[src/rtl/mo_line_buffer.sv]
// ============================================================================
//  Module      : mo_line_buffer
//  Description : Ping-pong motion-object line buffer between the MO pixel
//                shifter (writer) and the video mixer (reader). The writer
//                fills buf[SEL] through a loadable, free-running X counter.
//                The reader drains buf[~SEL] through a clearable counter and
//                erases each location as it is read. LINEn swaps the two
//                buffers. After reset both buffers are swept to zero.
//  Options     : MO_PRIORITY_EN - when defined, a write lands only on an
//                empty (zero) location, so the first object written wins.
//                When undefined, the last write wins.
//  Revision    : 1.0 - initial release
// ============================================================================
`default_nettype none

module mo_line_buffer #(
    parameter int PIXW = 4,
    parameter int XW   = 8
) (
    input  logic            clk,
    input  logic            RESETn,
    input  logic            ce5,
    input  logic            LINEn,
    input  logic            WLDn,
    input  logic [XW-1:0]   WX,
    input  logic            WEN,
    input  logic [PIXW-1:0] WPIX,
    input  logic            RCLn,
    output logic [PIXW-1:0] PIX,
    output logic            SEL,
    output logic            BUSY
);

    // ------------------------------------------------------------------------
    // Constants
    // ------------------------------------------------------------------------
    localparam int            DEPTH       = 1 << XW;
    localparam logic [XW-1:0] C_ADDR_ONE  = XW'(1);
    localparam logic [XW-1:0] C_ADDR_LAST = {XW{1'b1}};

    localparam logic [0:0]    ST_CLEAR    = 1'b0;
    localparam logic [0:0]    ST_RUN      = 1'b1;

    // ------------------------------------------------------------------------
    // Storage and state
    // ------------------------------------------------------------------------
    logic [PIXW-1:0] buf0_q [0:DEPTH-1];
    logic [PIXW-1:0] buf1_q [0:DEPTH-1];

    logic [0:0]      state_q,  state_d;
    logic [XW-1:0]   sweep_q,  sweep_d;
    logic            sel_q,    sel_d;
    logic [XW-1:0]   waddr_q,  waddr_d;
    logic [XW-1:0]   raddr_q,  raddr_d;
    logic [PIXW-1:0] pix_q,    pix_d;

    // FSM decoded outputs
    logic            w_busy;
    logic            w_sweep_on;
    logic            w_run;

    // Datapath qualifiers
    logic            w_run_ce;
    logic            w_slot_free;
    logic            w_wr_fire;
    logic            w_rd_fire;
    logic [PIXW-1:0] w_rbuf_rd;

    // Per-buffer write port
    logic            w_b0_we;
    logic [XW-1:0]   w_b0_addr;
    logic [PIXW-1:0] w_b0_data;
    logic            w_b1_we;
    logic [XW-1:0]   w_b1_addr;
    logic [PIXW-1:0] w_b1_data;

    // ------------------------------------------------------------------------
    // FSM
    // ------------------------------------------------------------------------

    // State register: reset restarts the clear sweep from address 0.
    always_ff @(posedge clk) begin
        if (!RESETn) begin
            state_q <= ST_CLEAR;
            sweep_q <= '0;
        end else begin
            state_q <= state_d;
            sweep_q <= sweep_d;
        end
    end

    // Next state: sweep one address per clk (ce5 ignored), then run.
    always_comb begin
        state_d = state_q;
        sweep_d = sweep_q;
        case (state_q)
            ST_CLEAR: begin
                sweep_d = sweep_q + C_ADDR_ONE;
                if (sweep_q == C_ADDR_LAST) begin
                    state_d = ST_RUN;
                end
            end
            default: begin
                state_d = ST_RUN;
            end
        endcase
    end

    // FSM outputs: BUSY while sweeping; sweep and run actions are blocked
    // on reset cycles so nothing is written while RESETn is low.
    always_comb begin
        w_busy     = 1'b0;
        w_sweep_on = 1'b0;
        w_run      = 1'b0;
        case (state_q)
            ST_CLEAR: begin
                w_busy     = 1'b1;
                w_sweep_on = RESETn;
            end
            default: begin
                w_run      = RESETn;
            end
        endcase
    end

    // ------------------------------------------------------------------------
    // Datapath qualifiers
    // ------------------------------------------------------------------------
    assign w_run_ce  = w_run & ce5;

    // Reader always looks at the buffer the writer is not using.
    assign w_rbuf_rd = sel_q ? buf0_q[raddr_q] : buf1_q[raddr_q];

`ifdef MO_PRIORITY_EN
    // First object written to a location owns it for the rest of the line.
    assign w_slot_free = ((sel_q ? buf1_q[waddr_q] : buf0_q[waddr_q]) == '0);
`else
    // Later objects simply overwrite earlier ones.
    assign w_slot_free = 1'b1;
`endif

    // A load cycle never writes; pixel value 0 is transparent.
    assign w_wr_fire = w_run_ce & WLDn & WEN & (WPIX != '0) & w_slot_free;
    assign w_rd_fire = w_run_ce & RCLn;

    // ------------------------------------------------------------------------
    // Buffer write ports
    // ------------------------------------------------------------------------

    // Steer sweep, pixel write and read-erase onto the two buffer ports. In
    // run mode writer and reader always target different buffers, so each
    // buffer sees at most one write per cycle.
    always_comb begin
        w_b0_we   = 1'b0;
        w_b0_addr = waddr_q;
        w_b0_data = WPIX;
        w_b1_we   = 1'b0;
        w_b1_addr = waddr_q;
        w_b1_data = WPIX;
        if (w_sweep_on) begin
            w_b0_we   = 1'b1;
            w_b0_addr = sweep_q;
            w_b0_data = '0;
            w_b1_we   = 1'b1;
            w_b1_addr = sweep_q;
            w_b1_data = '0;
        end else begin
            if (w_wr_fire) begin
                if (sel_q) begin
                    w_b1_we   = 1'b1;
                    w_b1_addr = waddr_q;
                    w_b1_data = WPIX;
                end else begin
                    w_b0_we   = 1'b1;
                    w_b0_addr = waddr_q;
                    w_b0_data = WPIX;
                end
            end
            if (w_rd_fire) begin
                if (sel_q) begin
                    w_b0_we   = 1'b1;
                    w_b0_addr = raddr_q;
                    w_b0_data = '0;
                end else begin
                    w_b1_we   = 1'b1;
                    w_b1_addr = raddr_q;
                    w_b1_data = '0;
                end
            end
        end
    end

    // Buffer storage: contents are not reset, the sweep clears them.
    always_ff @(posedge clk) begin
        if (w_b0_we) begin
            buf0_q[w_b0_addr] <= w_b0_data;
        end
        if (w_b1_we) begin
            buf1_q[w_b1_addr] <= w_b1_data;
        end
    end

    // ------------------------------------------------------------------------
    // Counters, swap and output pixel
    // ------------------------------------------------------------------------

    // Next values: everything holds unless a ce5 cycle in run mode occurs.
    always_comb begin
        sel_d   = sel_q;
        waddr_d = waddr_q;
        raddr_d = raddr_q;
        pix_d   = pix_q;
        if (state_q == ST_CLEAR) begin
            pix_d = '0;
        end
        if (w_run_ce) begin
            // Write counter: load has priority, otherwise free-running.
            if (!WLDn) begin
                waddr_d = WX;
            end else begin
                waddr_d = waddr_q + C_ADDR_ONE;
            end
            // Read counter and registered pixel (one ce5 of latency).
            if (!RCLn) begin
                raddr_d = '0;
                pix_d   = '0;
            end else begin
                raddr_d = raddr_q + C_ADDR_ONE;
                pix_d   = w_rbuf_rd;
            end
            // Swap takes effect after this cycle's accesses.
            if (!LINEn) begin
                sel_d = ~sel_q;
            end
        end
    end

    // Counter and output registers with synchronous active-low reset.
    always_ff @(posedge clk) begin
        if (!RESETn) begin
            sel_q   <= 1'b0;
            waddr_q <= '0;
            raddr_q <= '0;
            pix_q   <= '0;
        end else begin
            sel_q   <= sel_d;
            waddr_q <= waddr_d;
            raddr_q <= raddr_d;
            pix_q   <= pix_d;
        end
    end

    assign PIX  = pix_q;
    assign SEL  = sel_q;
    assign BUSY = w_busy;

endmodule

`default_nettype wire

[config.mk]
export PLATFORM = sky130hd
export DESIGN_NAME = mo_line_buffer
export DESIGN_NICKNAME = d
export VERILOG_FILES = /design/src/rtl/mo_line_buffer.sv
export SDC_FILE = /design/constraint.sdc
export NUM_CORES = 2
export LEC_CHECK = 0
export ABC_AREA = 1
export BUFFER_PORTS_ARGS = -buffer_cell sky130_fd_sc_hd__buf_2
export CORE_UTILIZATION = 55
export DETAILED_ROUTE_END_ITERATION = 8
export GPL_TIMING_DRIVEN = 1
export PLACE_DENSITY = 0.7
export SLEW_MARGIN = 25
export SYNTH_ARGS = -nofsm -noshare
export SYNTH_HDL_FRONTEND = slang
export SYNTH_SLANG_ARGS = --single-unit
[constraint.sdc]
create_clock -name clk -period 22.9 [get_ports clk]
set_input_delay 1.145 -clock clk [delete_from_list [all_inputs] [get_ports clk]]
set_output_delay 1.145 -clock clk [all_outputs]
set_load 0.01 [all_outputs]
==> impl_metrics.ini <==
[timing]
count_of_pins_over_their_slew_limit = 0
setup_ws_ps = 17310
finalSetupViolations = 0
max-slew-margin-rel_pct = 25.1
fmaxAchievable_mhz = 179
finalClockSkew_ps = 27.6
finalCriticalPeriod_ps = 5590
hold_viol = 0
worst_hold_slack_ps = 497
tightestPinTransition_ps = 1120
rsz_0062_raised_after_global_routing = false
tns_ps = 0
finalCritPeriodShare_pct = 24.4

[setup_path]
worst-r2r-cell-count = 17
setup.worst_path.start_class = flip-flop
cp_data_arrival_time_ps = 6350
timing.rr.end = PIX[0]
r2r_setup_slack_ps = 17310
critPathMaxFanout = 101
worstSetupPathType = reg -> reg
critPathCaptureType = flip-flop
timing.critical_path.required_ps = 23660

[synthesis]
yosys-top-cells-area = edfxtp_1, nand3_1, nand2_1
synth_mux_area_share_pct = 0
synthMostInstantiatedCell = nand2_1
cell_taking_the_most_area_after_synthesis = edfxtp_1
post_synth_xor_area_fraction_pct = 0.0306
yosys_most_used_dff = edfxtp_1
synth.net_count = 7658
yosys_register_bits = 2086
synth_common_cells = nand2_1, edfxtp_1, nand3_1
combinational_family_with_the_most_area_after_synthesis = simple AND/OR/NAND/NOR gates
compound_gate_portion_of_the_synthesized_area_pct = 0.564
synth-async-reset-ratio_pct = 0
synthAdderAreaFrac_pct = 0.0436
synthDistinctLibCells = 31
avgSynthCellArea_um2 = 11.3
synth-edff-count = 2048
synth_warnings = 0
yosysTopAreaCellShare_pct = 71.5
syn-instance-count = 7636
synth.yosys.seq_area_share_pct = 72.4
synthSimpleGateAreaFrac_pct = 24.3
synthesis.area_um2 = 86000

[die]
die_area_um2 = 158000
die_width_um = 397
num_rows = 144
ioPinCount = 25
fp.dieH_um = 397
core_area_um2 = 155000
initial_core_util_pct = 55.6

[power]
power.combinational.fraction_pct = 1.7
clockPowerShare_pct = 42.3
power.switching_mw = 1.53
sw_frac_of_total_pct = 20.4
part_of_the_total_power_dissipated_in_sequential_elements_pct = 55.9
power.internal_mw = 5.97
power_density_nw_per_um2 = 80.0
vdd_ir_drop_max_uv = 83.6
p_leak_nw = 32.2

[clock_network]
cts_inserted_buffers = 201
worst_setup_hold_path_clk_slew_ps = 60
cts_tree = yes
clock_path_buffers = 3
postCtsSetupBuffers = 0
cts_resized = 0
max_h_tree_level = 4
clkLatencyLatePin_ps = 840
master_cell_of_the_clock_root_buffer = clkbuf_16
numClockSinks = 2086
postCtsHoldBufs = 0

[final_layout]
filler_cell_count = 12112
syn2layout_area_growth_pct = 9.17
diodes = 0
drive_gt1_share_pct = 5.61
seqCellArea_um2 = 62300
post-route-cell-area_um2 = 93900
multi_input_gate_area_in_the_final_layout_um2 = 21500
final_nets = 7455

[global_route]
grt_first_pass_wirelength_mm = 334
track_usage_pct = 27.9
first_global_vias = 56002
grt_max_degree = 209
antenna_found_initial = 1
residual_overflow_from_global_routing = 0

[routing]
ant_nets = 0
wl_per_cell_um = 22.9
detail_route.iter0.violations = 6812
finalWirelength_mm = 221
drtPass1Iterations = 6
detailroute.via_count = 57830
post_drt_via_cell_ratio = 6.00
drc_errors = 0

[place]
place.gp.congestion = 0.888
placement.io_buffers = 24
hpwl_mm = 123
dpl_cell_area_um2 = 87600
pre_cts_ws_ps = 17110

[min_path]
min_delay_path_depth = 2
worst_hold_path_type = reg -> reg
timing.hold.worst.start = waddr_q[6]
hold_end = waddr_q[6]

[outcome]
run_status = completed

[job]
timing.max_cap.violations = 0
-- cell usage in the layout, fill, tap and decap left out, drive strengths merged, types with 4 or more instances in the layout --
| master | synthesis | final |
|---|---|---|
| clkinvlp | 0 | 4 |
| clkinv | 0 | 86 |
| nand2 | 2208 | 2208 |
| a21oi | 47 | 47 |
| edfxtp | 2048 | 2048 |
| nand4 | 13 | 13 |
| clkbuf | 416 | 256 |
| buf | 111 | 121 |
| dfxtp | 38 | 38 |
| bufinv | 0 | 11 |
| o21ai | 18 | 18 |
| a211oi | 4 | 4 |
| nor3 | 36 | 36 |
| nor2 | 574 | 574 |
| nand3 | 2023 | 2023 |
| inv | 81 | 93 |
-- critical path: stages, from the launching register on --
cell and delay [ps]:
dfxtp_4 550, inv_8 500, buf_16 370, buf_6 580
buf_4 830, buf_4 910, nand2_1 130, nand3_1 120
nand3_1 100, nand3_1 130, nand3_1 230, nand3_1 170
nand3_1 90, nand3_1 110, nand3_1 70, nand2_1 70
nor2_1 40, nor2_1 130
-- cell type report --
cell class / count / area share (%)
clock buffers: 256 / 5.65
clock inverters: 113 / 0.982
inverters: 81 / 0.360
multi-input cells: 4942 / 22.9
flip-flops and latches: 2086 / 66.3
well taps: 2044 / 2.72
repair buffers: 121 / 1.08
-- through the flow --
stage,total power [mW],util [%],instances
detailed placement,4.41,56.7,9271
global route,7.67,60.7,9643
global placement,4.41,56.6,9270
floorplan,4.36,-,7636
CTS,7.52,60.7,9640
finish,7.51,60.7,9643
-- power by group through the flow --
stage	clock (mW)	sequential, mW	combinational, mW
floorplan	0	4.30	0.0595
global placement	0	4.28	0.129
detailed placement	0	4.28	0.130
CTS	3.19	4.20	0.130
global route	3.34	4.20	0.138
finish	3.18	4.20	0.131
-- registers in the layout, indices dropped and copies added (netlist names), named ones only --
signal   cells
PIX          4
SEL          1
buf0_q    1024
buf1_q    1024
raddr_q      8
state_q      1
sweep_q      8
waddr_q      8
-- cell families (layout without fill, tap and decap cells) --
family / Yosys count / in the layout
compound gates: 81 / 81
simple gates: 4855 / 4855
flops: 2086 / 2086
fa+ha+maj: 3 / 3
buf+inv: 608 / 571
xor+xnor: 3 / 3
-- per-layer routing --
metal  vias to the layer above  track usage (%)  wire length, um  share of wire [%]
met1                     27908             37.1            84600                 38
met3                       521             4.20            19700                8.9
met4                         0             11.8             9470                4.3
li1                      26481                -                -                  -
met2                      2920             45.9           107000                 48
met5                         -                0                0                  0
-- worst max-delay path by stage --
stage	endpoint	cells past startpoint
detailed placement	buf1_q[88][2]	12
CTS	PIX[0]	17
global placement	buf1_q[90][2]	12
global route	PIX[0]	17
floorplan	buf1_q[0][0]	9
finish	PIX[0]	17
Note: power is estimated with default switching activity, not from simulation.
